$ cat src/rtl/sixteen_to_four_scan_encoder.sv
// Scan encoder: loads a 16-bit request vector and streams out the codes of its set bits,
// highest index first, under a ready handshake. Finishes with a one-cycle done pulse.
//
// state | meaning
// IDLE  | waiting for start; y/valid forced low
// SCAN  | offering the highest pending code, cleared on each accepted transfer
// DONE  | one-cycle completion pulse; none flags an all-zero load
module sixteen_to_four_scan_encoder (
   input  logic        clk,
   input  logic        rst_n,
   input  logic        En,
   input  logic        start,
   input  logic [0:15] w,
   input  logic        ready,
   output logic [3:0]  y,
   output logic        valid,
   output logic        busy,
   output logic        done,
   output logic        none,
   output logic [4:0]  count
);

   typedef enum logic [1:0] {IDLE, SCAN, DONE} state_t;

   state_t      state_q, state_d;
   logic [15:0] pending_q, pending_d;
   logic [4:0]  count_q, count_d;
   logic        none_q, none_d;
   logic [15:0] w_vec;
   logic [3:0]  top_idx;

   // w is declared ascending; remap so that pending bit i always means code i.
   always_comb begin
      w_vec = '0;
      for (int i = 0; i < 16; i++) begin
         w_vec[i] = w[i];
      end
   end

   always_comb begin
      top_idx = 4'd0;
      for (int i = 0; i < 16; i++) begin
         if (pending_q[i]) top_idx = 4'(i);
      end
   end

   always_comb begin
      state_d   = state_q;
      pending_d = pending_q;
      count_d   = count_q;
      none_d    = none_q;
      if (En) begin
         case (state_q)
            IDLE: begin
               if (start) begin
                  pending_d = w_vec;
                  count_d   = 5'd0;
                  if (w_vec != 16'd0) begin
                     state_d = SCAN;
                     none_d  = 1'b0;
                  end else begin
                     state_d = DONE;
                     none_d  = 1'b1;
                  end
               end
            end
            SCAN: begin
               if (ready) begin
                  pending_d[top_idx] = 1'b0;
                  if (count_q != 5'd16) count_d = count_q + 5'd1;
                  if (pending_d == 16'd0) begin
                     state_d = DONE;
                     none_d  = 1'b0;
                  end
               end
            end
            DONE:    state_d = IDLE;
            default: state_d = IDLE;
         endcase
      end
   end

   always_ff @(posedge clk or negedge rst_n) begin
      if (!rst_n) begin
         state_q   <= IDLE;
         pending_q <= 16'd0;
         count_q   <= 5'd0;
         none_q    <= 1'b0;
      end else begin
         state_q   <= state_d;
         pending_q <= pending_d;
         count_q   <= count_d;
         none_q    <= none_d;
      end
   end

   // Outputs decode straight from flops so reset clears them without a clock.
   assign valid = (state_q == SCAN);
   assign busy  = (state_q == SCAN);
   assign y     = valid ? top_idx : 4'd0;
   assign done  = (state_q == DONE);
   assign none  = done & none_q;
   assign count = count_q;

endmodule

$ cat config.mk
export PLATFORM = sky130hd
export DESIGN_NAME = sixteen_to_four_scan_encoder
export DESIGN_NICKNAME = d
export VERILOG_FILES = /design/src/rtl/sixteen_to_four_scan_encoder.sv
export SDC_FILE = /design/constraint.sdc
export NUM_CORES = 1
export LEC_CHECK = 0
export ABC_CLOCK_PERIOD_IN_PS = 6300
export CAP_MARGIN = 20
export CORE_ASPECT_RATIO = 1.25
export CORE_UTILIZATION = 55
export DETAILED_ROUTE_END_ITERATION = 16
export PLACE_DENSITY = 0.85
export SYNTH_ARGS = -nofsm -noshare
export SYNTH_HDL_FRONTEND = slang
export SYNTH_SLANG_ARGS = --single-unit
$ cat constraint.sdc
create_clock -name clk -period 6.3 [get_ports clk]
set_input_delay 0.945 -clock clk [delete_from_list [all_inputs] [get_ports clk]]
set_output_delay 0.945 -clock clk [all_outputs]
set_load 0.01 [all_outputs]
==> results of run 1 <==
[cell usage after synthesis, drive strengths merged (4+ instances only)]
library cell	instances	share of area, %
nor4	9	4.7
dfrtp	24	36
buf	7	4.1
nand3	4	1.2
inv	7	1.6
nor2	23	5.2
a22o	4	2.1
o21ai	20	6.0
nand2	17	3.8
clkbuf	4	1.1
nor3	7	2.1
a21oi	10	3.0
[power by group]
part / switching [W] / leakage, nW / total (W) / internal, W
registers: 0.0000450 / 0.296 / 0.000226 / 0.000181
clock network: 0.0000454 / 0.0138 / 0.0000678 / 0.0000224
logic: 0.000172 / 0.488 / 0.000333 / 0.000160
total: 0.000263 / 0.797 / 0.000627 / 0.000364
[critical path, cell delays in order, from the launching register on]
cell and delay [ps]:
dfrtp_1 540, nor3b_1 270, nor3_1 90, o211a_1 300, o21bai_1 480, a21oi_1 150
nor2_1 120, clkdlybuf4s50_1 540
[kinds of logic after synthesis]
kind of cell | count (synthesis)
simple gates | 80
compound gates | 62
flops | 24
buf+inv | 18
fa+ha+maj | 4
xor+xnor | 3
mux | 1
[through the flow]
step                      std cells  hold slack [ps]
after floorplan                 192              480
after global placement          248              515
after detailed placement        248              535
after CTS                       251              564
after global routing            252              577
final                           252              555
[how the worst min path moves through the flow]
stage	cells past startpoint	slack, ps	endpoint
after floorplan	1	480	pending_q[0]
after global placement	1	510	none_q
after detailed placement	1	540	pending_q[0]
after CTS	1	560	pending_q[0]
after global routing	1	580	none_q
final	1	560	none_q
[area by class of cell]
class | count | area (um^2) | area share [%]
clock buffer | 3 | 22.5 | 1.13
sequential | 24 | 601 | 30.1
inverter | 7 | 26.3 | 1.32
timing repair buffer | 34 | 358 | 17.9
tap | 34 | 42.5 | 2.13
multi-input combinational | 150 | 947 | 47.4
[flip-flops by register name (all words and copies together) (netlist names)]
signal,count
pending_q,16
none_q,1
count,5
state_q,2
[layer usage]
metal	wire length, um	global-route usage [%]
met1	1730	36.3
met2	2370	53.8
met3	316	3.38
met4	53	7.64
met5	0	0
==> metrics.csv, run 1 <==
metric;value;unit
final-max-slew-violation-count;0;
worstPathArrival;2800;ps
placement.setup.worst_slack;2950;ps
final_antenna_net_count;0;
synth-xor-area-share;1.58;%
synth.yosys.seq_area_share;36.2;%
syn_nets;215;
cts_buffers;3;
cts_sinks;24;
antenna_cells;0;
synth-compound-area-share;26.1;%
route.detailed.drc;0;
fin_crit_sh;59.5;%
result_of_the_run;finished, final reports clean;
setup.worst_path.end;y[0];
finish.utilization;71.7;%
timing.hold.worst.start;none_q;
area_growth_synth_to_finish;20.3;%
cts_hold_buf;0;
clk-insertion-delay-late;320;ps
num_rows;21;
synth_adder_area_share;2.71;%
setup_repair_after_global_routing_missed_its_margin;false;
maxCapViolations;0;
cts_buffer_depth;2;
cts_resized;0;
vias;1639;
1st_iter_drt_viols;93;
worst-path-max-fanout;10;
placedInstanceArea;1950;um^2
postLayoutCellArea;2000;um^2
synth_warnings;0;
share_of_post_route_cells_with_drive_strength_above_1;7.80;%
drtPass1Iterations;4;
yosysUniqueCellTypes;52;
floorplan.initialDensity;59.6;%
critPathCaptureType;output pin;
die_y;63.4;um
syn_area;1660;um^2
cp-start-kind;flip-flop;
rr_endpoint;none_q;
yosys_register_bits;24;
timing.critical_path.from;pending_q[8];
muxShareOfSynthArea;0.678;%
synthArstFlopShare;100;%
h_tree_levels;1;
max_clock_freq;0.267;GHz
timing_hold_violations_final;0;
report.power.total;0.000627;W
period_minus_slack;3750;ps
portBuffers;33;
place_congestion;0.948;
report.final.setup_viol;0;
hold_class;reg2reg;
die_x;51.1;um
tightest_slew;944;ps
worst_relative_slew_slack;36.8;%
ff2ff_setup_slack;3250;ps
cts.reportedPaths.clkPinSlew;120;ps
fillCellCount;234;
number_of_buffers_inserted_to_repair_setup_after_cts;0;
grt_usage;29.7;%
drt_wl_total;4470;um
avg_cell_area_syn;8.65;um^2
floorplan.die_area;3240;um^2
ir_worst_vdd;0.219;mV
grt_first_pass_wirelength;7270;um
critPathRequiredTime;5350;ps
synth_enable_flop_cells;0;
floorplan.io_pins;34;
synth-simple-area-share;25.9;%
final_common_cell;clkdlybuf4s50_1;
power_per_cell_area;314;nW/um^2
finish.net_count;243;
avgRoutedWirePerCell;17.7;um
finalClockSkew;4.20;ps
finalSetupTns;0;ps
coreArea;2790;um^2
globalRoute.totalOverflow;0;
via_per_inst;6.50;
grt_antenna_before_repair;0;
synth_top_family_by_area;compound AO/OA/AOI/OAI gates;
r2r_cells;8;
vias_in_the_first_global_route;1556;
maximum_number_of_pins_on_one_net_before_global_route_repair;25;
mostFrequentLayoutCells;clkdlybuf4s50_1 (33), dfrtp_1 (24), nor2_1 (23), o21ai_0 (20), nand2_1 (17);
place_hpwl;3430;um
reg2reg_from;pending_q[8];
tritoncts;done;
post_synth_inst_count;192;
leakage;0.797;nW
dominant_register_cell_in_the_synthesized_netlist;dfrtp_1;
clk_root_buffer_cell;clkbuf_4;
final.setup.worst_slack;2550;ps
critical_path_class;reg2out;
Note: power is estimated with default switching activity, not from simulation.
==> run 2: changes to the inputs <==
Settings changed: ABC_CLOCK_PERIOD_IN_PS 6300 to 3400, CORE_UTILIZATION 55 to 46, PLACE_DENSITY 0.85 to 0.76.
Clock period 6.3 ns to 3.4 ns, I/O delays scaled along.
==> metrics.csv, run 2 (synthesis gave the netlist of run 1 again) <==
metric;value;unit;change
leakage;0.816;nW;+2.4%
cp-start-kind;flip-flop;;
min_delay_path_depth;1;;unchanged
timing.hold.worst.start;none_q;;
fin_crit_sh;92.3;%;
tightest_slew;515;ps;-429 ps
critical_path_class;reg2out;;
result_of_the_run;finished, final reports clean;;
die_x;55.7;um;+9.0%
floorplan.io_pins;34;;unchanged
ff2ff_setup_slack;330;ps;-2920 ps
vias_in_the_first_global_route;1598;;+2.7%
worstPathArrival;2630;ps;-170 ps
hold_class;reg2reg;;
cts_hold_buf;0;;unchanged
mostFrequentLayoutCells;clkdlybuf4s50_1 (33), dfrtp_1 (24), nor2_1 (23), o21ai_0 (20), nand2_1 (17);;
share_of_post_route_cells_with_drive_strength_above_1;9.46;%;+1.7 points
die_y;69.2;um;+9.0%
area_growth_synth_to_finish;22.4;%;
crit_slowest_cell;clkdlybuf4s50_1;;
number_of_buffers_inserted_to_repair_setup_after_cts;0;;unchanged
globalRoute.totalOverflow;0;;unchanged
grt_antenna_before_repair;0;;unchanged
1st_iter_drt_viols;56;;-40%
via_per_inst;6.05;;-7.0%
clk-insertion-delay-late;260;ps;-60 ps
cts_sinks;24;;unchanged
antenna_cells;0;;unchanged
grt_usage;24.3;%;-5.5 points
largest_register_ff_count;16;;unchanged
drtPass1Iterations;4;;unchanged
ir_worst_vdd;0.429;mV;+96%
maxCapViolations;0;;unchanged
fillCellCount;320;;+37%
place_hpwl;3250;um;-5.4%
maximum_number_of_pins_on_one_net_before_global_route_repair;25;;unchanged
max_clock_freq;0.319;GHz;
worst-path-max-fanout;10;;unchanged
portBuffers;33;;unchanged
vias;1579;;-3.7%
drt_wl_total;4340;um;-3.0%
report.power.total;0.00119;W;+90%
critPathRequiredTime;2890;ps;-2460 ps
place_congestion;0.918;;-3.2%
floorplan.initialDensity;48.1;%;-12 points
clk_root_buffer_cell;clkbuf_8;;
timing_hold_violations_final;0;;unchanged
power_per_cell_area;586;nW/um^2;+87%
ff_latch_area;601;um^2;unchanged
rr_endpoint;state_q[0];;
coreArea;3450;um^2;+24%
cts_buffers;3;;unchanged
h_tree_levels;1;;unchanged
floorplan.die_area;3860;um^2;+19%
path_cells;nor3b_1 > nor3_1 > o211a_1 > o21bai_1 > a21oi_1 > nor2_1 > clkdlybuf4s50_1;;
report.final.setup_viol;0;;unchanged
num_rows;24;;+14%
period_minus_slack;3140;ps;
finish.net_count;247;;+1.6%
setup_repair_after_global_routing_missed_its_margin;false;;
final_common_cell;clkdlybuf4s50_1;;
worst_hold_path.endpoint;none_q;;
final-max-slew-violation-count;0;;unchanged
worst_relative_slew_slack;65.6;%;+29 points
avgRoutedWirePerCell;16.6;um;-6.3%
r2r_cells;8;;unchanged
final_antenna_net_count;0;;unchanged
reg2reg_from;pending_q[8];;
area_of_combinational_cells_with_multiple_inputs;947;um^2;unchanged
cts_resized;0;;unchanged
finalClockSkew;3.35;ps;-0.849 ps
cts_buffer_depth;2;;unchanged
cts.reportedPaths.clkPinSlew;80;ps;-40 ps
route.detailed.drc;0;;unchanged
finalSetupTns;0;ps;unchanged
tritoncts;done;;
critPathCaptureType;output pin;;
critPathMaxStageDelay;540;ps;about the same
largest-register;pending_q;;
grt_first_pass_wirelength;7500;um;+3.1%
-- run 2: changes by cell type in the layout (fill, tap and decap cells not counted) --
| cell | previous run | this run |
|---|---|---|
| buf_16 | 1 | 0 |
| clkbuf_8 | 0 | 3 |
| clkbuf_4 | 3 | 0 |
| buf_4 | 0 | 5 |
-- run 2: cell type report --
class | count | area share (%)
clock buffers | 3 | 2.03
well taps | 39 | 2.40
inverters | 7 | 1.29
repair buffers | 38 | 18.1
multi-input cells | 150 | 46.6
flip-flops and latches | 24 | 29.6
-- run 2: worst max-delay path by stage --
stage | from | to | depth (start not counted)
finish | pending_q[8] | y[0] | 7
global route | pending_q[8] | y[0] | 7
CTS | pending_q[8] | y[0] | 7
detailed placement | pending_q[8] | state_q[0] | 8
global placement | pending_q[8] | state_q[0] | 8
floorplan | pending_q[15] | state_q[0] | 7
-- run 2: per-stage QoR --
step	hold slack (ps)	instance area [um^2]	worst slack [ps]	instances	utilization, %
2_1_floorplan	214	1660	707	192	-
3_3_place_gp	512	1990	411	258	57.6
3_5_place_dp	510	1990	392	258	57.6
4_1_cts	531	2030	282	261	58.8
5_1_grt	556	2030	21.7	261	58.8
6_report	534	2030	263	261	58.8
-- run 2: worst max-delay path, delay by kind of cell (launching register included) --
family / cells / cell delay, ps
flops: 1 / 510
buf+inv: 1 / 540
simple gates: 3 / 460
compound gates: 3 / 870
-- run 2: layer usage --
| layer | global-route usage (%) | routed length, um | vias to the layer above |
|---|---|---|---|
| met5 | 0 | 0 | - |
| met3 | 2.99 | 228 | 9 |
| met2 | 41.1 | 2180 | 57 |
| li1 | - | - | 773 |
| met4 | 9.44 | 67 | 0 |
| met1 | 31.3 | 1860 | 740 |
-- run 2: where the power goes --
group          internal (W)  switching [W]  total (W)
clock             0.0000793      0.0000905   0.000170
sequential         0.000336      0.0000817   0.000417
combinational      0.000296       0.000306   0.000602
total              0.000711       0.000478    0.00119
